--- config.mk ---
export PLATFORM = sky130hd
export DESIGN_NAME = yolov4_layer_ctrl_flat
export DESIGN_NICKNAME = d
export VERILOG_FILES = /design/src/rtl/yolov4_layer_ctrl_if.sv /design/src/rtl/yolov4_layer_ctrl.sv /design/src/flat_wrapper.sv
export SDC_FILE = /design/constraint.sdc
export NUM_CORES = 1
export LEC_CHECK = 0
export BUFFER_PORTS_ARGS = -buffer_cell sky130_fd_sc_hd__clkbuf_2
export CAP_MARGIN = 20
export CORE_ASPECT_RATIO = 0.7
export CORE_UTILIZATION = 43
export DETAILED_ROUTE_END_ITERATION = 12
export PLACE_DENSITY = 0.77
export SLEW_MARGIN = 20
export SYNTH_ARGS = -nofsm -noshare
export SYNTH_HDL_FRONTEND = slang
export SYNTH_SLANG_ARGS = --single-unit
--- constraint.sdc ---
create_clock -name clk -period 3.7 [get_ports clk]
set_clock_uncertainty 0.15 [all_clocks]
set_input_delay 0.37 -clock clk [delete_from_list [all_inputs] [get_ports clk]]
set_output_delay 0.37 -clock clk [all_outputs]
set_load 0.02 [all_outputs]
--- src/rtl/yolov4_layer_ctrl_if.sv ---
// Command, parameter-stream, buffer-load and engine handshake bundle for the layer sequencer.
interface yolov4_layer_ctrl_if #(
  parameter int unsigned CNT_W  = 16,
  parameter int unsigned DATA_W = 64
);
  logic              start;
  logic [1:0]        layer_type;
  logic [CNT_W-1:0]  scale_len;
  logic [CNT_W-1:0]  weight_len;
  logic [CNT_W-1:0]  bias_len;
  logic              in_valid;
  logic [DATA_W-1:0] in_data;
  logic              in_ready;
  logic              ld_we;
  logic [1:0]        ld_sel;
  logic [CNT_W-1:0]  ld_addr;
  logic [DATA_W-1:0] ld_data;
  logic              op_start;
  logic [1:0]        op_sel;
  logic              op_done;
  logic              busy;
  logic              done;
  logic [3:0]        state;

  // Host/DMA and engine side
  modport master (
    output start, layer_type, scale_len, weight_len, bias_len, in_valid, in_data, op_done,
    input  in_ready, ld_we, ld_sel, ld_addr, ld_data, op_start, op_sel, busy, done, state
  );

  // Sequencer side
  modport slave (
    input  start, layer_type, scale_len, weight_len, bias_len, in_valid, in_data, op_done,
    output in_ready, ld_we, ld_sel, ld_addr, ld_data, op_start, op_sel, busy, done, state
  );
endinterface

--- src/rtl/yolov4_layer_ctrl.sv ---
// Per-layer sequencer: latches a command, streams scale/weight/bias words into the
// parameter buffers (conv only), then launches the selected engine and waits for it.
module yolov4_layer_ctrl #(
  parameter int unsigned CNT_W  = 16,
  parameter int unsigned DATA_W = 64
) (
  input logic              clk,
  input logic              rstn,
  yolov4_layer_ctrl_if.slave bus
);

  typedef enum logic [3:0] {
    IDLE           = 4'd0,
    RECEIVE_SCALE  = 4'd1,
    RECEIVE_WEIGHT = 4'd2,
    RECEIVE_BIAS   = 4'd3,
    CONV_STATE     = 4'd4,
    MAX_POOL_STATE = 4'd5,
    UPSAMPLE_STATE = 4'd6,
    ROUTE_STATE    = 4'd7
  } state_e;

  state_e            state_q, state_d;
  logic [1:0]        type_q, type_d;
  logic [CNT_W-1:0]  scale_len_q, scale_len_d;
  logic [CNT_W-1:0]  weight_len_q, weight_len_d;
  logic [CNT_W-1:0]  bias_len_q, bias_len_d;
  logic [CNT_W-1:0]  cnt_q, cnt_d;
  logic              op_start_q, op_start_d;
  logic              done_q, done_d;

  logic              rx_phase;
  logic [CNT_W-1:0]  cur_len;
  logic [1:0]        sel_c;
  logic              in_ready_c;
  logic              beat;
  logic              phase_end;
  logic              is_op_q, is_op_d;
  logic [DATA_W-1:0] data_c;

  // Registered state, latched command fields, word counter and pulse outputs
  always_ff @(posedge clk) begin
    if (!rstn) begin
      state_q      <= IDLE;
      type_q       <= '0;
      scale_len_q  <= '0;
      weight_len_q <= '0;
      bias_len_q   <= '0;
      cnt_q        <= '0;
      op_start_q   <= 1'b0;
      done_q       <= 1'b0;
    end else begin
      state_q      <= state_d;
      type_q       <= type_d;
      scale_len_q  <= scale_len_d;
      weight_len_q <= weight_len_d;
      bias_len_q   <= bias_len_d;
      cnt_q        <= cnt_d;
      op_start_q   <= op_start_d;
      done_q       <= done_d;
    end
  end

  // Next-state, counter and beat decode
  always_comb begin
    state_d      = state_q;
    type_d       = type_q;
    scale_len_d  = scale_len_q;
    weight_len_d = weight_len_q;
    bias_len_d   = bias_len_q;
    cnt_d        = cnt_q;
    rx_phase     = 1'b0;
    cur_len      = '0;
    sel_c        = 2'd0;

    case (state_q)
      RECEIVE_SCALE:  begin rx_phase = 1'b1; cur_len = scale_len_q;  sel_c = 2'd1; end
      RECEIVE_WEIGHT: begin rx_phase = 1'b1; cur_len = weight_len_q; sel_c = 2'd2; end
      RECEIVE_BIAS:   begin rx_phase = 1'b1; cur_len = bias_len_q;   sel_c = 2'd3; end
      default:        ;
    endcase

    // An empty phase still spends one cycle with the stream closed
    in_ready_c = rx_phase && (cur_len != '0);
    beat       = in_ready_c && bus.in_valid;
    phase_end  = (cur_len == '0) || (beat && (cnt_q == cur_len - CNT_W'(1)));

    if (rx_phase) begin
      if (phase_end)  cnt_d = '0;
      else if (beat)  cnt_d = cnt_q + CNT_W'(1);
    end

    case (state_q)
      IDLE: begin
        if (bus.start) begin
          type_d       = bus.layer_type;
          scale_len_d  = bus.scale_len;
          weight_len_d = bus.weight_len;
          bias_len_d   = bus.bias_len;
          case (bus.layer_type)
            2'd0:    state_d = RECEIVE_SCALE;
            2'd1:    state_d = MAX_POOL_STATE;
            2'd2:    state_d = UPSAMPLE_STATE;
            default: state_d = ROUTE_STATE;
          endcase
        end
      end
      RECEIVE_SCALE:  if (phase_end) state_d = RECEIVE_WEIGHT;
      RECEIVE_WEIGHT: if (phase_end) state_d = RECEIVE_BIAS;
      RECEIVE_BIAS:   if (phase_end) state_d = CONV_STATE;
      CONV_STATE, MAX_POOL_STATE, UPSAMPLE_STATE, ROUTE_STATE: begin
        if (bus.op_done) state_d = IDLE;
      end
      default: state_d = IDLE;
    endcase

    // Launch pulse on entry to an op state; done pulse on the op-state exit
    is_op_q    = (state_q == CONV_STATE) || (state_q == MAX_POOL_STATE) ||
                 (state_q == UPSAMPLE_STATE) || (state_q == ROUTE_STATE);
    is_op_d    = (state_d == CONV_STATE) || (state_d == MAX_POOL_STATE) ||
                 (state_d == UPSAMPLE_STATE) || (state_d == ROUTE_STATE);
    op_start_d = is_op_d && !is_op_q;
    done_d     = is_op_q && bus.op_done;
    data_c     = beat ? bus.in_data : '0;
  end

  // Buffer writes follow the accepted beat in the same cycle
  assign bus.in_ready = in_ready_c;
  assign bus.ld_we    = beat;
  assign bus.ld_sel   = sel_c;
  assign bus.ld_addr  = beat ? cnt_q : '0;
  assign bus.ld_data  = data_c;
  assign bus.op_start = op_start_q;
  assign bus.op_sel   = type_q;
  assign bus.busy     = (state_q != IDLE);
  assign bus.done     = done_q;
  assign bus.state    = state_q;

endmodule

--- src/flat_wrapper.sv ---
// flat-port wrapper written by rule: the top's interface ports become plain ports
module yolov4_layer_ctrl_flat 
#(
  parameter int unsigned CNT_W  = 16,
  parameter int unsigned DATA_W = 64
)
  (clk, rstn, bus_start, bus_layer_type, bus_scale_len, bus_weight_len, bus_bias_len, bus_in_valid, bus_in_data, bus_op_done, bus_in_ready, bus_ld_we, bus_ld_sel, bus_ld_addr, bus_ld_data, bus_op_start, bus_op_sel, bus_busy, bus_done, bus_state);
  yolov4_layer_ctrl_if #(.CNT_W(CNT_W), .DATA_W(DATA_W)) bus_i ();
  input logic clk;
  input logic rstn;
  input wire logic [$bits(bus_i.start)-1:0] bus_start;
  input wire logic [$bits(bus_i.layer_type)-1:0] bus_layer_type;
  input wire logic [$bits(bus_i.scale_len)-1:0] bus_scale_len;
  input wire logic [$bits(bus_i.weight_len)-1:0] bus_weight_len;
  input wire logic [$bits(bus_i.bias_len)-1:0] bus_bias_len;
  input wire logic [$bits(bus_i.in_valid)-1:0] bus_in_valid;
  input wire logic [$bits(bus_i.in_data)-1:0] bus_in_data;
  input wire logic [$bits(bus_i.op_done)-1:0] bus_op_done;
  output wire logic [$bits(bus_i.in_ready)-1:0] bus_in_ready;
  output wire logic [$bits(bus_i.ld_we)-1:0] bus_ld_we;
  output wire logic [$bits(bus_i.ld_sel)-1:0] bus_ld_sel;
  output wire logic [$bits(bus_i.ld_addr)-1:0] bus_ld_addr;
  output wire logic [$bits(bus_i.ld_data)-1:0] bus_ld_data;
  output wire logic [$bits(bus_i.op_start)-1:0] bus_op_start;
  output wire logic [$bits(bus_i.op_sel)-1:0] bus_op_sel;
  output wire logic [$bits(bus_i.busy)-1:0] bus_busy;
  output wire logic [$bits(bus_i.done)-1:0] bus_done;
  output wire logic [$bits(bus_i.state)-1:0] bus_state;
  assign bus_i.start = bus_start;
  assign bus_i.layer_type = bus_layer_type;
  assign bus_i.scale_len = bus_scale_len;
  assign bus_i.weight_len = bus_weight_len;
  assign bus_i.bias_len = bus_bias_len;
  assign bus_i.in_valid = bus_in_valid;
  assign bus_i.in_data = bus_in_data;
  assign bus_i.op_done = bus_op_done;
  assign bus_in_ready = bus_i.in_ready;
  assign bus_ld_we = bus_i.ld_we;
  assign bus_ld_sel = bus_i.ld_sel;
  assign bus_ld_addr = bus_i.ld_addr;
  assign bus_ld_data = bus_i.ld_data;
  assign bus_op_start = bus_i.op_start;
  assign bus_op_sel = bus_i.op_sel;
  assign bus_busy = bus_i.busy;
  assign bus_done = bus_i.done;
  assign bus_state = bus_i.state;
  yolov4_layer_ctrl #(.CNT_W(CNT_W), .DATA_W(DATA_W)) u_core (.clk(clk), .rstn(rstn), .bus(bus_i));
endmodule
==> impl_metrics.py <==
metrics = {
    "finish": {
        "drive_gt1_share_pct": 37.5,
        "final_nets": 942,
        "final_util_pct": 61.8,
        "instances_no_fill": 958,
        "num_antenna_cells": 0,
        "area_growth_pct": 39.0,
    },
    "synthesis": {
        "synth_top_flop_cell": "dfxtp_1",
        "ys_seq_area_share_pct": 31.0,
        "netlist_instances": 599,
        "syn_nets": 720,
        "ys_warn_count": 0,
        "synthArstFlopShare_pct": 0,
        "synth_edf_count": 0,
        "synth_top_area_share_pct": 31.0,
        "synth_top_area_cell": "dfxtp_1",
        "synth_cell_types": 62,
        "mappedNetlistArea_um2": 4640,
        "ys_ff_latch": 72,
        "synth.area.top_cells": "dfxtp_1 31%, and2_1 11%, nand2_1 10%, a21boi_0 8.2%, xnor2_1 4.5%",
        "postSynthAreaPerCell_um2": 7.75,
    },
    "critical_path": {
        "cp_slowest_cell": "dfxtp_1",
        "crit_top_cell": "buf_4",
        "crit_start": "u_core.bus.state[1]",
        "path_buf_inv": 3,
        "slowest_delay_ns": 0.40,
        "setup.worst_path.end_class": "flop",
        "cp.required_ns": 3.77,
        "critPathMaxFanout": 7,
        "reg2reg_from": "u_core.bus.state[1]",
        "start_kind": "flop",
        "path_delay_family": "compound AO/OA/AOI/OAI gates",
        "worstPathArrival_ns": 3.62,
        "path_cells": "buf_12, buf_4, mux2_2, a22oi_2, buf_4, nand4_1, nor4_2, o211ai_1, a211oi_4, o2111ai_2, mux2i_1, or3_1",
        "critical_path_class": "flop to flop",
    },
    "pwr": {
        "p_leak_nw": 2.95,
        "p_total_w": 0.00201,
        "powerDensity_nw_per_um2": 312,
        "vdd_drop_max_uv": 218,
    },
    "floorplanning": {
        "dieArea_um2": 11200,
        "coreArea_um2": 10400,
        "die_w_um": 126,
        "dieHeight_um": 88.9,
        "start_util_pct": 44.5,
        "rows": 31,
        "num_io_pins": 212,
    },
    "drt": {
        "drtIter0Drc": 512,
        "drc_errors": 0,
        "wl_um": 15000,
        "wl_per_cell_um": 15.6,
        "topRoutingLayerUsed": "met4",
        "vias": 5066,
        "wl_met1_um": 7370,
        "viasPerCell": 5.29,
        "dr_wl_met2_um": 6490,
        "drt_pass1_iterations": 5,
        "ant_nets": 0,
        "route.met3.wl_um": 973,
    },
    "sta": {
        "final-setup-viol-count": 0,
        "clock.fmax_mhz": 282,
        "worst_slew_pin_slew_ns": 0.499,
        "relSlewSlack_pct": 66.6,
        "rsz0062_at_grt": "false",
        "whs_ns": 0.115,
        "slew_violations": 0,
        "timing_hold_violations_final": 0,
        "period_needed_ns": 3.55,
        "fin_crit_sh_pct": 96.0,
    },
    "run_status": {
        "status": "complete, no violations",
    },
    "grt": {
        "grtUsageTotal_pct": 26.2,
        "grt_overflow": 0,
        "grt_pass1_vias": 4400,
        "antenna_found_initial": 0,
        "grt_max_degree": 51,
        "grt_pass1_wl_um": 22600,
    },
    "clocking": {
        "clkTransAtPathRegs_ns": 0.06,
        "tritoncts": "built",
        "cts_made_buffers": 9,
        "clk_latency_ns": 0.33,
        "cts.path.max_buffers": 2,
        "hold_buffers": 0,
        "cts.sinks": 72,
        "h-tree-depth": 3,
        "clock-root-buffer": "clkbuf_16",
    },
    "hold_path": {
        "hold_start": "bus_bias_len[12]",
        "min_path_type": "input pin to flop",
    },
    "place": {
        "port_buffers": 211,
        "dp.cells": 939,
        "dpl.hpwl_um": 11700,
        "gp_congestion": 0.874,
    },
    "run": {
        "maxCapViolations": 0,
    },
}
repair_timing:
action                     in CTS  in global routing
setup endpoints to repair      96                 95
gates cloned                    1                  0
gates resized for setup         4                 11
hold endpoints to repair        0                  0
setup buffers                   2                  0
pin swaps                       2                  0
layer usage:
metal	up-vias	global-route usage, %
li1	2492	-
met1	2400	38.5
met2	159	38.1
met3	15	5.75
met4	0	7.67
met5	-	0
cell type report:
class                   instances  area, µm²
well taps                     132        165
flip-flops and latches         72       1440
clock buffers                  12        256
multi-input cells             472       3040
inverters                      11       43.8
fillers                       932       3980
repair buffers                255       1430
clock inverters                 4       76.3
tightest hold or removal path, delay by kind of cell:
family / cells / cell delay (ns)
and+or+nand+nor: 1 / 0.04
buffers and inverters: 1 / 0.08
AOI/OAI and AO/OA: 1 / 0.06
where the power goes:
part | switching (W) | internal, W | leakage, nW
combinational | 0.000123 | 0.000107 | 2.21
sequential | 0.0000210 | 0.000804 | 0.586
clock | 0.000328 | 0.000628 | 0.159
total | 0.000472 | 0.00154 | 2.95
cell families (layout without fill, tap and decap cells):
logic type	after synthesis	count (layout)	share of synthesized area, %
AND/OR/NAND/NOR	301	302	33.5
multiplexers	18	18	4.26
other	1	1	0.0808
AO/OA/AOI/OAI	118	118	19.3
flip-flops	72	72	31.0
XOR/XNOR	31	31	5.85
buffers and inverters	56	282	5.39
adder cells (fa/ha/maj)	2	2	0.539
cells in the mapped netlist (4+ instances only):
cell type	instances
a22oi_1	13
dfxtp_1	72
and2_1	82
o2111ai_1	4
o21ai_0	8
mux2i_1	4
nand2_1	126
nand3_1	8
nand4_1	11
xnor2_1	24
nor3b_1	6
xor2_1	7
clkbuf_1	33
nor3_1	10
buf_2	5
a21oi_1	13
nor2_1	24
nor4_1	4
a211oi_1	4
and3_1	5
or3_1	4
a21boi_0	51
buf_6	4
inv_1	10
mux2_2	14
metrics by stage:
step / setup TNS, ns / instance area, µm² / setup WS (ns)
5_1_grt: 0 / 6450 / 0.00624
6_report: 0 / 6450 / 0.148
3_5_place_dp: -8.92 / 6010 / -0.277
4_1_cts: 0 / 6400 / 0.0200
2_1_floorplan: 0 / 4650 / 0.00180
3_3_place_gp: -0.0454 / 6010 / -0.0454
layout by cell type (no fill, tap or decap), types with 13 or more instances in the layout:
cell | synthesis | final
clkbuf_2 | 0 | 211
nand2_1 | 126 | 126
and2_1 | 82 | 82
dfxtp_1 | 72 | 72
a21boi_0 | 51 | 51
buf_4 | 1 | 40
xnor2_1 | 24 | 24
nor2_1 | 24 | 23
mux2_2 | 14 | 14
a21oi_1 | 13 | 13
final timing paths:
check                                        endpoint  slack (ns)  cells past startpoint
worst max-delay path              u_core.bus.state[1]        0.15                     12
worst min-delay path            u_core.bias_len_q[12]        0.12                      3
worst max register to register    u_core.bus.state[1]        0.15                     12
worst min register to register   u_core.bias_len_q[7]        0.31                      2
sequential cells by signal (all words and copies together), names as in the netlist:
register	cells
u_core.bias_len_q	16
u_core.cnt_q	16
u_core.scale_len_q	16
u_core.weight_len_q	16
u_core.bus.state	4
u_core.bus.op_sel	2
u_core.bus.done	1
u_core.bus.op_start	1
(Power assumes the default switching activity.)
